==> src/rtl/adc_frame_packer.sv <==
// Snapshots NUM_CH ADC words on a decimated strobe and streams them as a
// framed byte sequence: HEADER, sequence, channel bytes, XOR checksum.
module adc_frame_packer #(
  parameter int         NUM_CH       = 2,
  parameter int         IN_WIDTH     = 16,
  parameter int         SAMPLE_BYTES = 1,
  parameter int         DECIM_W      = 8,
  parameter logic [7:0] HEADER       = 8'hA5
) (
  input  logic                       i_clock,
  input  logic                       i_reset,
  input  logic [NUM_CH*IN_WIDTH-1:0] i_samples,
  input  logic                       i_sample_valid,
  input  logic [DECIM_W-1:0]         i_decim,
  input  logic                       i_mode,
  output logic [7:0]                 o_byte,
  output logic                       o_byte_valid,
  input  logic                       i_byte_ready,
  output logic                       o_frame_busy,
  output logic [7:0]                 o_overrun_count,
  output logic [2:0]                 o_fsm_state
);

  localparam int NB    = NUM_CH * SAMPLE_BYTES;
  localparam int IDX_W = (NB > 1) ? $clog2(NB) : 1;
  localparam logic [IDX_W-1:0] LAST_IDX = IDX_W'(NB - 1);

  typedef enum logic [2:0] {
    S_IDLE = 3'd0,
    S_HDR  = 3'd1,
    S_SEQ  = 3'd2,
    S_DATA = 3'd3,
    S_CSUM = 3'd4
  } state_t;

  state_t             state, state_nxt;
  logic [DECIM_W-1:0] dec_cnt;
  logic [7:0]         seq;
  logic [7:0]         csum;
  logic [IDX_W-1:0]   idx;
  logic [7:0]         snap [NB];
  logic [7:0]         pick [NB];
  logic               candidate;
  logic               capture;
  logic               hs;
  logic               unused_lsbs;

  // Stream handshake: a byte transfers on a clock edge where o_byte_valid and
  // i_byte_ready are both high; o_byte_valid depends only on state, so the
  // byte is held stable until accepted.
  assign candidate   = i_sample_valid && (dec_cnt == '0);
  assign capture     = candidate && (state == S_IDLE);
  assign hs          = o_byte_valid && i_byte_ready;
  assign unused_lsbs = ^i_samples;

  // Emission order: ch0 first, MSB byte first within each channel.
  always_comb begin
    pick = '{default: 8'h00};
    for (int ch = 0; ch < NUM_CH; ch++) begin
      for (int k = 0; k < SAMPLE_BYTES; k++) begin
        pick[ch*SAMPLE_BYTES+k] = i_samples[ch*IN_WIDTH + IN_WIDTH-1-8*k -: 8];
      end
      pick[ch*SAMPLE_BYTES][7] = pick[ch*SAMPLE_BYTES][7] ^ i_mode;
    end
  end

  always_ff @(posedge i_clock or negedge i_reset) begin
    if (!i_reset) state <= S_IDLE;
    else          state <= state_nxt;
  end

  always_comb begin
    state_nxt    = state;
    o_byte       = 8'h00;
    o_byte_valid = 1'b0;
    case (state)
      S_IDLE: if (capture) state_nxt = S_HDR;
      S_HDR: begin
        o_byte       = HEADER;
        o_byte_valid = 1'b1;
        if (i_byte_ready) state_nxt = S_SEQ;
      end
      S_SEQ: begin
        o_byte       = seq;
        o_byte_valid = 1'b1;
        if (i_byte_ready) state_nxt = S_DATA;
      end
      S_DATA: begin
        o_byte       = snap[idx];
        o_byte_valid = 1'b1;
        if (i_byte_ready && (idx == LAST_IDX)) state_nxt = S_CSUM;
      end
      S_CSUM: begin
        o_byte       = csum;
        o_byte_valid = 1'b1;
        if (i_byte_ready) state_nxt = S_IDLE;
      end
      default: state_nxt = S_IDLE;
    endcase
  end

  always_ff @(posedge i_clock or negedge i_reset) begin
    if (!i_reset) begin
      dec_cnt <= '0;
      seq     <= 8'h00;
      csum    <= 8'h00;
      idx     <= '0;
      for (int i = 0; i < NB; i++) snap[i] <= 8'h00;
    end else begin
      if (i_sample_valid) begin
        dec_cnt <= (dec_cnt == '0) ? i_decim : dec_cnt - 1'b1;
      end
      if (capture) begin
        snap <= pick;
        csum <= 8'h00;
        idx  <= '0;
      end
      if (hs) begin
        case (state)
          S_HDR, S_SEQ: csum <= csum ^ o_byte;
          S_DATA: begin
            csum <= csum ^ o_byte;
            idx  <= idx + 1'b1;
          end
          S_CSUM: begin
            seq <= seq + 8'd1;
            idx <= '0;
          end
          default: ;
        endcase
      end
    end
  end

  // A candidate arriving while a frame is still being sent is lost.
  always_ff @(posedge i_clock or negedge i_reset) begin
    if (!i_reset) begin
      o_overrun_count <= 8'h00;
    end else if (candidate && (state != S_IDLE) && (o_overrun_count != 8'hFF)) begin
      o_overrun_count <= o_overrun_count + 8'd1;
    end
  end

  assign o_frame_busy = (state != S_IDLE);
  assign o_fsm_state  = state;

endmodule

==> config.mk <==
export PLATFORM = sky130hd
export DESIGN_NAME = adc_frame_packer
export DESIGN_NICKNAME = d
export VERILOG_FILES = /design/src/rtl/adc_frame_packer.sv
export SDC_FILE = /design/constraint.sdc
export NUM_CORES = 1
export LEC_CHECK = 0
export CAP_MARGIN = 20
export CORE_MARGIN = 2
export CORE_UTILIZATION = 31
export CTS_CLUSTER_DIAMETER = 50
export DETAILED_ROUTE_END_ITERATION = 10
export PLACE_DENSITY = 0.63
export RECOVER_POWER = 100
export SYNTH_ARGS = -nofsm -noshare
export SYNTH_HDL_FRONTEND = slang
export SYNTH_SLANG_ARGS = --single-unit
==> constraint.sdc <==
create_clock -name i_clock -period 4.7 [get_ports i_clock]
set_input_delay 1.41 -clock i_clock [delete_from_list [all_inputs] [get_ports i_clock]]
set_output_delay 1.41 -clock i_clock [all_outputs]
set_load 0.01 [all_outputs]
-- Yosys cells after proc, flatten, opt, wreduce, memory -nomap -nowiden
Cells that the tools add are included.
- flip-flop bits (word level): 52
- bits of input ports: 45
- logic and storage cells: 58
- add/sub/neg operators: 4
- $lt $le $gt $ge: 1
- equal/unequal tests: 10
- multiplexer cells: 18
- bitwise gates (word level): 4
- reductions and logical operators: 13
- operator list (cell ; number):
    8-bit 2-to-1 mux ; 7
    8-bit case mux with 4 select lines ; 1
    8-bit by 1-bit adder with 8-bit output, second input constant ; 2
    3-bit 2-to-1 mux ; 5
    3-bit case mux with 5 select lines ; 1
    2-bit inequality test, second input constant ; 5
    8-bit zero test ; 1
    8-bit inequality test, second input constant ; 1
    8-bit by 1-bit subtractor with 8-bit output, second input constant ; 1
    8-bit XOR ; 1
    3-bit by 2-bit equality test with 1-bit output, second input constant ; 2
    1-bit logical AND ; 6
    5-bit AND reduction ; 1
    4-bit OR reduction ; 1
    3-bit by 1-bit equality test with 1-bit output, second input constant ; 1
    3-bit equality test, second input constant ; 1
    3-bit zero test ; 1
    1-bit 2-to-1 mux ; 3
    3-bit nonzero test ; 1
    3-bit OR reduction ; 1
    2-bit greater-or-equal comparator, second input constant ; 1
    1-bit NOT with 2-bit output ; 1
    1-bit case mux with 2 select lines ; 1
    2-bit AND reduction ; 1
    other kinds (2) ; 3

-- Longest topological paths before layout
- depth after elaboration: 8
- mapped depth: 8

-- Least setup slack after synthesis
OpenSTA, ideal clock, no wires.
- path kind: input to register
- start: in i_sample_valid
- end: reg o_overrun_count[6]
- setup time: 128 ps
- data arrival time: 3206 ps
- path slack: 1366 ps
- stages: 7
- buffers on the path: 3
- cells stage by stage: buf_4 -> or3b_2 -> clkbuf_1 -> or4_4 -> buf_6 -> nor3_1 -> mux2_1
- cells in the longest elaborated chain, start to end: 3
- ends and longest elaborated chain (element ; RTL line ; RTL):
    start: declaration ; 13 ; input logic i_sample_valid,
    1-bit logical AND ; 51 ; assign candidate = i_sample_valid && (dec_cnt == '0);
    1-bit logical AND (2 in series) ; 139 ; end else if (candidate && (state != S_IDLE) && (o_overrun_count != 8'hFF)) begin
    end signal: assignment ; 140 ; o_overrun_count <= o_overrun_count + 8'd1;
    end: declaration ; 20 ; output logic [7:0] o_overrun_count,
No other way between the ends.
A chain may end at the register's enable or synchronous reset.

-- Worst setup path after layout
- start: in i_sample_valid
- end: reg snap[13] in the netlist's numbering
- cells in the longest elaborated chain, start to end: 2
- ends and longest elaborated chain (element ; RTL line ; RTL):
    1-bit logical AND ; 51 ;
    1-bit logical AND ; 52 ; assign capture = candidate && (state == S_IDLE);
    end signal: assignment ; 114 ; snap <= pick;
    end: declaration ; 41 ; logic [7:0] snap [NB];
No other way between the ends.

==> metrics <==
Synth-to-Final Area Change=22.89%; Pins Over Slew Limit=0; clock root cell=clkbuf_8; Post-Synth Simple-Gate Area=about a fifth; routed via count=around 2100; Die ar.=a little under 10000 sq um; endpoint type of the worst setup path=register; final core utilization=39.32%; Die Width=99.11 microns; post-CTS setup buffer count=0; worst IR drop on VDD=roughly 0.15 mV; DRC viols=0; DP Worst Slack=around 840 ps; fill count=around 880; Final setup viols=0; critical path capture point=snap[13]; Final TNS setup=0 ps; I/O Buffers=around 50; Mapped Nets=316; fin crit share=a little under nine tenths; initial antenna violation count=0; Critical R2R Capture=snap[13]; Synth cell types=about 50; Post-Synth XOR/XNOR Area=4.373%; most area-consuming cells after synthesis=dfrtp_1 46%, mux2_2 6.4%, mux2i_1 6.1%; CTS Hold Bufs=0; clock share of power=between 10% and 20%; DIE HEIGHT=roughly 99 microns; Comb power frac=a little over a third; fmax=between 0.2 and 0.25 GHz; final hold violation count=0; Reg2Reg Setup Slack=roughly 1600 ps; Post-Synth Adder-Cell Area=under 10%; worst hold path class=register to register; Finished Cell Area=3446 sq um; Switch Pwr=between 0.5 and 0.6 mW; I/O pin count=66; placement-stage cell area=3385 sq um; crit path max fanout=27; post-DR wirelength/cell=13.76 microns; DPL Wire Length=4.147 mm; Clock Tree Buf Depth=2; CP startpoint=i_sample_valid; Nets=between 300 and 400; Worst setup SP type=input port; GRT Residual Overflow=0; P_int=1.043 mW; Main synth FF type=dfrtp_1; FF-to-FF path depth=6; WP data required=4900 ps; Core ar.=~8800 sq um; PD cells=roughly 470 nW/um^2; initial core utilization=between 30% and 40%; largest net degree at the start of global routing=47; CTS tree=built; Max Cap Viol=0; drt first pass iters=4; Synth Area in Compound Gates=10.66%; worst-skew pair later-pin latency=~300 ps; gr usage total=11.88%; Synth top area share=between 40% and 50%; critical path class=input port to register; Leakage=1.476 nW; post-synthesis mux area share=a little over an eighth; Resize count post-CTS=0; vias in the first global route=between 1500 and 2000; worst r2r src=dec_cnt[0]; post-synth design cell area=approximately 2800 sq um; EDFF count, synth=0; number of buffers created by CTS=5; Switching Share=a little over a third; synth warn=0; H-Tree Depth=2; most frequent cells after synthesis=52 x dfrtp_1, 17 x mux2i_1, 16 x mux2_2, 16 x nor2_1, 15 x nand2_1; final worst slack=~650 ps; overall power=1.631 mW; ys async rst share=100.0%; fin crit period=4051 ps; Seq/Total Area, Yosys=between 40% and 50%; Antenna Nets Post-Route=0; Worst Max-Slew Pin Slew=~1400 ps; number of placed cells counting well taps=between 400 and 500; worst path arrival time=between 4000 and 5000 ps; Vias/cell=between 4 and 5; final WL=5.794 mm; Seq pwr share=between 40% and 50%; placer congestion estimate=roughly 0.74; layout cells sized above 1=roughly 9%; DRT iter0 DRCs=77; clock slew at reported path FFs=around 90 ps; global-route wire length before repair=about 9.5 mm; CTS Sinks=52; Core Rows=34; final non-filler cell total=approximately 420; antenna diode count=0; Hold Slack=474.4 ps; setup repair after global routing missed its margin=false; Syn Inst Count=approximately 270; Worst slew margin=roughly 8.9%; main combinational cell family by area after synthesis=simple AND/OR/NAND/NOR gates; status=completed; Clock Skew=roughly 4.5 ps; count of state elements after synthesis=52; syn avg cell area=between 10 and 15 sq um; Synth area leader=dfrtp_1; count leader, synth=dfrtp_1
[worst min-delay path by stage]
stage / start / end / slack [ps] / cells after the start
5_1_grt: seq[7] / seq[7] / 490 / 1
3_5_place_dp: seq[7] / seq[7] / 460 / 1
3_3_place_gp: seq[7] / seq[7] / 460 / 1
6_report: seq[7] / seq[7] / 470 / 1
4_1_cts: seq[7] / seq[7] / 480 / 1
2_1_floorplan: seq[7] / seq[7] / 440 / 1
[sequential cells by signal, summed over array words and instances, names as in the netlist]
name,flops
dec_cnt,8
snap,16
seq,8
csum,8
idx,1
o_overrun_count,8
o_fsm_state,3
[power groups by stage]
stage	sequential, mW	combinational (mW)	clock, mW
floorplan	0.651	0.457	0
global placement	0.735	0.629	0
detailed placement	0.739	0.639	0
CTS	0.730	0.641	0.318
global route	0.758	0.666	0.332
finish	0.728	0.598	0.305
[area by class of cell]
class	instances	area, sq um	share of cell area (%)
Timing Repair Buffer	53	503.0	14.60
Clock inverter	2	35.03	1.017
Inverter	7	26.28	0.7625
Tap cell	108	135.1	3.922
Sequential cell	52	1301	37.76
Multi-Input combinational cell	193	1373	39.83
Clock buffer	6	72.57	2.106
[cells by family (layout without fill, tap and decap cells)]
family	after synthesis	after routing
buf+inv	22	68
fa+ha+maj	4	4
flops	52	52
simple gates	95	95
compound gates	45	45
mux	35	35
xor+xnor	14	14
[worst max-delay path, cell delays in order]
cell and delay, ps:
dlygate4sd3_1 710, or3b_2 570, nor4_1 190, clkbuf_1 940, mux2_2 420
[routing by layer]
metal / wire, microns / vias up / track usage, %
li1: - / 1048 / -
met1: 2856 / 1015 / 17.25
met2: 2664 / 33 / 17.93
met3: 189 / 6 / 2.249
met4: 84 / 0 / 3.793
met5: 0 / - / 0
[cell usage in the layout, fill, tap and decap left out, types with 2 or more instances in the layout]
cell and count:
dfrtp_1 52, clkdlybuf4s50_1 25, dlygate4sd3_1 23, mux2i_1 17, nor2_1 17, mux2_2 16
nand2_1 15, a21oi_1 13, nand2b_1 11, nor3_1 9, o21ai_0 8, xnor2_1 8
inv_1 7, nor3b_1 6, nand3_1 6, xor2_1 6, nor2b_1 5, nor4_1 5
clkbuf_8 5, clkbuf_1 5, a22o_1 4, nand3b_1 4, or2_2 4, a31oi_1 4
ha_1 4, o2bb2ai_1 3, a211oi_1 3, nand4_1 3, o21bai_1 2, and4_1 2
mux2_1 2, nor4b_1 2
(Power assumes the default switching activity.)
